[config.mk]
export PLATFORM = sky130hd
export DESIGN_NAME = vga_sync_gen
export DESIGN_NICKNAME = d
export VERILOG_FILES = /design/src/rtl/vga_sync_gen_pkg.sv /design/src/rtl/vga_tick_div.sv /design/src/rtl/vga_sync_gen.sv
export SDC_FILE = /design/constraint.sdc
export NUM_CORES = 1
export LEC_CHECK = 0
export ABC_AREA = 1
export CAP_MARGIN = 20
export CORE_ASPECT_RATIO = 1.1
export CORE_UTILIZATION = 57
export CTS_BUF_LIST = sky130_fd_sc_hd__clkbuf_4
export DETAILED_ROUTE_END_ITERATION = 8
export PLACE_DENSITY = 0.95
export REMOVE_ABC_BUFFERS = 1
export SETUP_SLACK_MARGIN = 0.15
export SKIP_LAST_GASP = 1
export SLEW_MARGIN = 25
export SYNTH_ARGS = -nofsm -noshare
export SYNTH_HDL_FRONTEND = slang
export SYNTH_SLANG_ARGS = --single-unit
[constraint.sdc]
create_clock -name clk -period 2.21 [get_ports clk]
set_input_delay 0.442 -clock clk [delete_from_list [all_inputs] [get_ports clk]]
set_output_delay 0.442 -clock clk [all_outputs]
set_load 0.01 [all_outputs]
[src/rtl/vga_sync_gen_pkg.sv]
// Shared VGA 640x480@60 timing constants, coordinate types and sync decode.
// Used by the sync generator and by the colour/text pixel stages.
package vga_sync_gen_pkg;

    localparam int COORD_W     = 10;
    localparam int FRAME_CNT_W = 8;

    localparam int DEF_CLK_DIV   = 2;
    localparam int DEF_H_DISPLAY = 640;
    localparam int DEF_H_FRONT   = 16;
    localparam int DEF_H_SYNC    = 96;
    localparam int DEF_H_BACK    = 48;
    localparam int DEF_V_DISPLAY = 480;
    localparam int DEF_V_FRONT   = 10;
    localparam int DEF_V_SYNC    = 2;
    localparam int DEF_V_BACK    = 33;

    localparam int DEF_H_TOTAL      = DEF_H_DISPLAY + DEF_H_FRONT + DEF_H_SYNC + DEF_H_BACK;
    localparam int DEF_V_TOTAL      = DEF_V_DISPLAY + DEF_V_FRONT + DEF_V_SYNC + DEF_V_BACK;
    localparam int DEF_H_SYNC_START = DEF_H_DISPLAY + DEF_H_FRONT;
    localparam int DEF_H_SYNC_END   = DEF_H_SYNC_START + DEF_H_SYNC - 1;
    localparam int DEF_V_SYNC_START = DEF_V_DISPLAY + DEF_V_FRONT;
    localparam int DEF_V_SYNC_END   = DEF_V_SYNC_START + DEF_V_SYNC - 1;

    typedef logic [COORD_W-1:0] coord_t;

    typedef struct packed {
        logic video_on;
        logic hsync_n;
        logic vsync_n;
    } sync_t;

    localparam sync_t SYNC_IDLE = '{video_on: 1'b0, hsync_n: 1'b1, vsync_n: 1'b1};

    // Sync pulses are active low: the _n field drops inside [lo, hi].
    function automatic sync_t decode_sync(
        input coord_t x,
        input coord_t y,
        input coord_t x_vis,
        input coord_t y_vis,
        input coord_t hs_lo,
        input coord_t hs_hi,
        input coord_t vs_lo,
        input coord_t vs_hi
    );
        sync_t s;
        s.video_on = (x < x_vis) && (y < y_vis);
        s.hsync_n  = !((x >= hs_lo) && (x <= hs_hi));
        s.vsync_n  = !((y >= vs_lo) && (y <= vs_hi));
        return s;
    endfunction

endpackage

[src/rtl/vga_tick_div.sv]
// Pixel-rate divider: counts 0..CLK_DIV-1 and strobes o_tick on the last count.
// The strobe is held low while i_srst is high, including when CLK_DIV = 1.
module vga_tick_div #(
    parameter int CLK_DIV = 2
) (
    input  logic clk,
    input  logic i_srst,
    output logic o_tick
);

    localparam int            DW       = (CLK_DIV > 1) ? $clog2(CLK_DIV) : 1;
    localparam logic [DW-1:0] DIV_LAST = DW'(CLK_DIV - 1);

    logic [DW-1:0] r_div_cnt;
    logic          w_at_last;

    assign w_at_last = (r_div_cnt == DIV_LAST);

    always_ff @(posedge clk) begin
        if (i_srst) begin
            r_div_cnt <= '0;
        end else if (w_at_last) begin
            r_div_cnt <= '0;
        end else begin
            r_div_cnt <= r_div_cnt + DW'(1);
        end
    end

    assign o_tick = !i_srst && w_at_last;

endmodule

[src/rtl/vga_sync_gen.sv]
// Free-running VGA timing generator: pixel counters, sync/video decode, frame strobe.
// Optional frame counter output is built only when VGA_FRAME_CNT_EN is defined.
module vga_sync_gen
    import vga_sync_gen_pkg::*;
#(
    parameter int CLK_DIV   = DEF_CLK_DIV,
    parameter int H_DISPLAY = DEF_H_DISPLAY,
    parameter int H_FRONT   = DEF_H_FRONT,
    parameter int H_SYNC    = DEF_H_SYNC,
    parameter int H_BACK    = DEF_H_BACK,
    parameter int V_DISPLAY = DEF_V_DISPLAY,
    parameter int V_FRONT   = DEF_V_FRONT,
    parameter int V_SYNC    = DEF_V_SYNC,
    parameter int V_BACK    = DEF_V_BACK
) (
    input  logic               clk,
    input  logic               reset,
    output logic               p_tick,
    output logic [COORD_W-1:0] pixel_x,
    output logic [COORD_W-1:0] pixel_y,
    output logic               video_on,
    output logic               hsync,
    output logic               vsync,
    output logic               frame_start
`ifdef VGA_FRAME_CNT_EN
    ,
    output logic [FRAME_CNT_W-1:0] frame_cnt
`endif
);

    localparam coord_t H_LAST   = coord_t'(H_DISPLAY + H_FRONT + H_SYNC + H_BACK - 1);
    localparam coord_t V_LAST   = coord_t'(V_DISPLAY + V_FRONT + V_SYNC + V_BACK - 1);
    localparam coord_t H_VIS    = coord_t'(H_DISPLAY);
    localparam coord_t V_VIS    = coord_t'(V_DISPLAY);
    localparam coord_t HS_START = coord_t'(H_DISPLAY + H_FRONT);
    localparam coord_t HS_END   = coord_t'(H_DISPLAY + H_FRONT + H_SYNC - 1);
    localparam coord_t VS_START = coord_t'(V_DISPLAY + V_FRONT);
    localparam coord_t VS_END   = coord_t'(V_DISPLAY + V_FRONT + V_SYNC - 1);

    logic   w_p_tick;
    logic   w_h_wrap;
    logic   w_frame_start;
    coord_t r_h_cnt;
    coord_t r_v_cnt;
    coord_t w_h_next;
    coord_t w_v_next;
    sync_t  w_sync_next;
    sync_t  r_sync;

    vga_tick_div #(
        .CLK_DIV (CLK_DIV)
    ) u_tick_div (
        .clk    (clk),
        .i_srst (reset),
        .o_tick (w_p_tick)
    );

    assign w_h_wrap      = (r_h_cnt == H_LAST);
    assign w_frame_start = w_p_tick && w_h_wrap && (r_v_cnt == V_LAST);

    always_comb begin
        w_h_next = r_h_cnt;
        w_v_next = r_v_cnt;
        if (w_p_tick) begin
            if (w_h_wrap) begin
                w_h_next = '0;
                w_v_next = (r_v_cnt == V_LAST) ? coord_t'(0) : r_v_cnt + coord_t'(1);
            end else begin
                w_h_next = r_h_cnt + coord_t'(1);
            end
        end
    end

    // Decoding the next-state counters lets sync/video register on the same edge as the counters.
    assign w_sync_next = decode_sync(w_h_next, w_v_next, H_VIS, V_VIS,
                                     HS_START, HS_END, VS_START, VS_END);

    always_ff @(posedge clk) begin
        if (reset) begin
            r_h_cnt <= '0;
            r_v_cnt <= '0;
            r_sync  <= SYNC_IDLE;
        end else begin
            r_h_cnt <= w_h_next;
            r_v_cnt <= w_v_next;
            r_sync  <= w_sync_next;
        end
    end

    assign p_tick      = w_p_tick;
    assign pixel_x     = r_h_cnt;
    assign pixel_y     = r_v_cnt;
    assign video_on    = r_sync.video_on;
    assign hsync       = r_sync.hsync_n;
    assign vsync       = r_sync.vsync_n;
    assign frame_start = w_frame_start;

`ifdef VGA_FRAME_CNT_EN
    logic [FRAME_CNT_W-1:0] r_frame_cnt;

    always_ff @(posedge clk) begin
        if (reset) begin
            r_frame_cnt <= '0;
        end else if (w_frame_start) begin
            r_frame_cnt <= r_frame_cnt + FRAME_CNT_W'(1);
        end
    end

    assign frame_cnt = r_frame_cnt;
`endif

endmodule
==> summary.md <==
| Metric | Value |
|---|---|
| Status | `finished, final reports clean` |
| Die area | `2630 sq um` |
| Die Y | `53.7 um` |
| Crit path kind | `flop to output port` |
| Final worst path period share | `87.1%` |
| Sink Count | `24` |
| Critical Path Max Stage Delay | `0.36 ns` |
| Multi-input gate area | `742 sq um` |
| Setup violations, final | `0` |
| Initial Util | `between 60% and 70%` |
| Drt wl/cell | `11.7 um` |
| CTS root buf | `clkbuf_4` |
| TritonCTS clock tree | `done` |
| Vias in the first global route | `1,284` |
| Post-DRT Antenna Nets | `0` |
| Final Cell Area | `1800 sq um` |
| Fin crit period | `1.93 ns` |
| Clk Latency, worst-skew pair | `~0.31 ns` |
| CTS buffer count | `3` |
| Actual slew at the worst max-slew pin | `0.307 ns` |
| Pre-Repair DR Iteration Count | `4` |
| Hold WC Path Type | `flop to flop` |
| First-pass GRT wire length | `~5300 um` |
| Worst IR Drop VDD | `379 uV` |
| Synth cell types | `30` |
| Detailed router's first-iteration violation count | `36` |
| Register area | `484 sq um` |
| #FFs+latches synth | `24` |
| XOR/XNOR Fraction of Synth Area | `1.90%` |
| Crit path buf inv count | `2` |
| Core Box Area | `2270 sq um` |
| H-tree levels | `1` |
| Port bufs | `26` |
| Largest net degree at the start of global routing | `19` |
| Hpwl dp | `2440 um` |
| Setup crit start kind | `flop` |
| Total number of yosys warnings | `0` |
| Fmax | `519 MHz` |
| Die width | `49.0 um` |
| Reg clk slew, reported paths | `0.12 ns` |
| Slowest library cell on the worst path | `dfxtp_2` |
| Post-synthesis compound-gate area fraction | `4.80%` |
| Non-filler cells, final | `283` |
| Fillers | `173` |
| Area Growth Syn to Fin | `30.4%` |
| Max_slew headroom | `79.4%` |
| Drt via density | `between 5 and 6` |
| Crit-path max FO | `4` |
| Final net count | `260` |
| Arr. time, crit path | `roughly 1.5 ns` |
| Clock skew | `0.00700 ns` |
| Pwr dens | `387 nW/um^2` |
| DP Area | `1740 sq um` |
| Fin Hold WS | `approximately 0.51 ns` |
| Worst Setup End Kind | `output port` |
| Routed WL | `3300 um` |
| Mapped Cells | `212` |
| Gr usage total | `a little over a quarter` |
| P_leak | `between 0.0008 and 0.0009 uW` |
| Post-synthesis adder-cell area fraction | `~2.7%` |
| # rows | `18` |
| Final hold violation count | `0` |
| RePlAce Congestion | `around 0.87` |
| TNS Setup | `0 ns` |
| WP data required | `1.77 ns` |
| Simple-Gate Fraction of Synth Area | `43.0%` |
| Clk buf depth | `2` |
| Ports | `27` |
| Syn Std Cell Area | `1380 sq um` |
| Cts hold-fix bufs | `0` |
| Gr ovfl total | `0` |
| Post-synthesis sequential area ratio | `34.8%` |
| Via count | `1,464` |
| Antenna cells | `0` |
| Syn Area/Cell | `6.52 sq um` |
| DRC | `0` |
| RSZ-0062 raised after global routing | `false` |
| Share of post-route cells with drive strength above 1 | `17.4%` |
| Slew Limit Fails | `0` |
| Largest family of logic cells by synthesized area | `simple AND/OR/NAND/NOR gates` |
| CP delay by family, top | `simple AND/OR/NAND/NOR gates` |
| Initial antenna violation count | `0` |
| CP cell instances | `ha_2 -> nand2_2 -> nor2_2 -> nand2_2 -> nor2_4 -> nand2_2 -> inv_1 -> buf_2` |
| Post-synthesis mux area share | `0%` |
| CP dominant cell by count | `nand2_2` |
| Placed Cells | `276` |
| Maxcap violations | `0` |
[synth_stat cells (all sizes together)]
cell type / n / area [sq um]
clkinv: 1 / 3.75
nand4: 6 / 37.5
inv: 38 / 148
buf: 2 / 22.5
a21oi: 2 / 10.0
ha: 3 / 37.5
o21ai: 7 / 35.0
a22oi: 1 / 7.51
clkbuf: 1 / 3.75
xnor2: 1 / 8.76
nand3: 21 / 110
nor2: 41 / 189
a211oi: 1 / 7.51
or2: 1 / 6.26
xor2: 2 / 17.5
nor3: 4 / 25.0
nand3b: 2 / 15.0
nand2: 52 / 205
dfxtp: 24 / 480
and2: 1 / 6.26
o22ai: 1 / 6.26
[metrics by stage]
| stage | utilization, % | total power [uW] | setup slack [ns] |
|---|---|---|---|
| floorplan | - | 480 | 0.484 |
| CTS | 78.3 | 698 | 0.116 |
| detailed placement | 76.3 | 512 | -0.225 |
| finish | 79.3 | 698 | 0.284 |
| global route | 79.3 | 725 | 0.174 |
| global placement | 76.3 | 510 | -0.186 |
[power by group]
group | internal [uW] | switching, uW | total, uW
Combinational | 30.7 | 32.5 | 63.2
Clock | 63.8 | 124 | 188
Sequential | 440 | 6.22 | 447
[layout make-up]
cell class,count,area share (%)
inverters,39,8.40
flip-flops and latches,24,26.9
well taps,30,2.08
clock buffers,3,1.25
repair buffers,41,20.3
multi-input cells,146,41.2
[state kept, by name, summed over array words and instances (netlist names)]
signal and flops:
video_on 1, u_tick_div.r_div_cnt 1, vsync 1, pixel_y 10
pixel_x 10, hsync 1
[worst reg2reg max path: cells and delay by family (launching register included)]
kind | cells | cell delay, ns
buffers and inverters | 2 | 0.24
and+or+nand+nor | 10 | 0.87
DFF | 1 | 0.36
adders and majority gates | 1 | 0.19
[cells by family (layout without fill, tap and decap cells)]
kind of cell	count (synthesis)	in the layout
fa+ha+maj	3	3
simple gates	128	128
buf+inv	42	83
compound gates	12	12
xor+xnor	3	3
flops	24	24
[cell usage in the layout, fill, tap and decap left out, drive strengths merged]
cell type,count
nand3,21
nor3,4
dfxtp,24
nor2,41
o21ai,7
clkbuf,3
and2,1
nand3b,2
nand2,52
or2,1
clkdlybuf4s50,23
a21oi,2
a211oi,1
dlygate4sd2,2
xor2,2
ha,3
buf,16
inv,38
xnor2,1
o22ai,1
nand4,6
a22oi,1
clkinv,1
[metal layers]
layer  part of all wire (%)  GRT usage (%)
met1                     41           28.5
met5                      0              0
met2                     53           52.5
met3                    3.5           3.67
met4                    1.9           14.2
[path summary, 6_finish.rpt]
check	depth (start not counted)	end	startpoint	slack [ns]
setup / recovery	8	frame_start	pixel_x[1]	0.28
hold / removal	2	pixel_y[0]	pixel_y[0]	0.51
setup reg to reg	13	vsync	pixel_x[1]	0.48
hold reg to reg	2	pixel_y[0]	pixel_y[0]	0.51
[repair_timing]
action,in CTS,in global routing
buffers inserted,2,2
gates resized for setup,10,6
endpoints found under the setup margin,2,1
pin swaps,2,2
(Power assumes the default switching activity.)
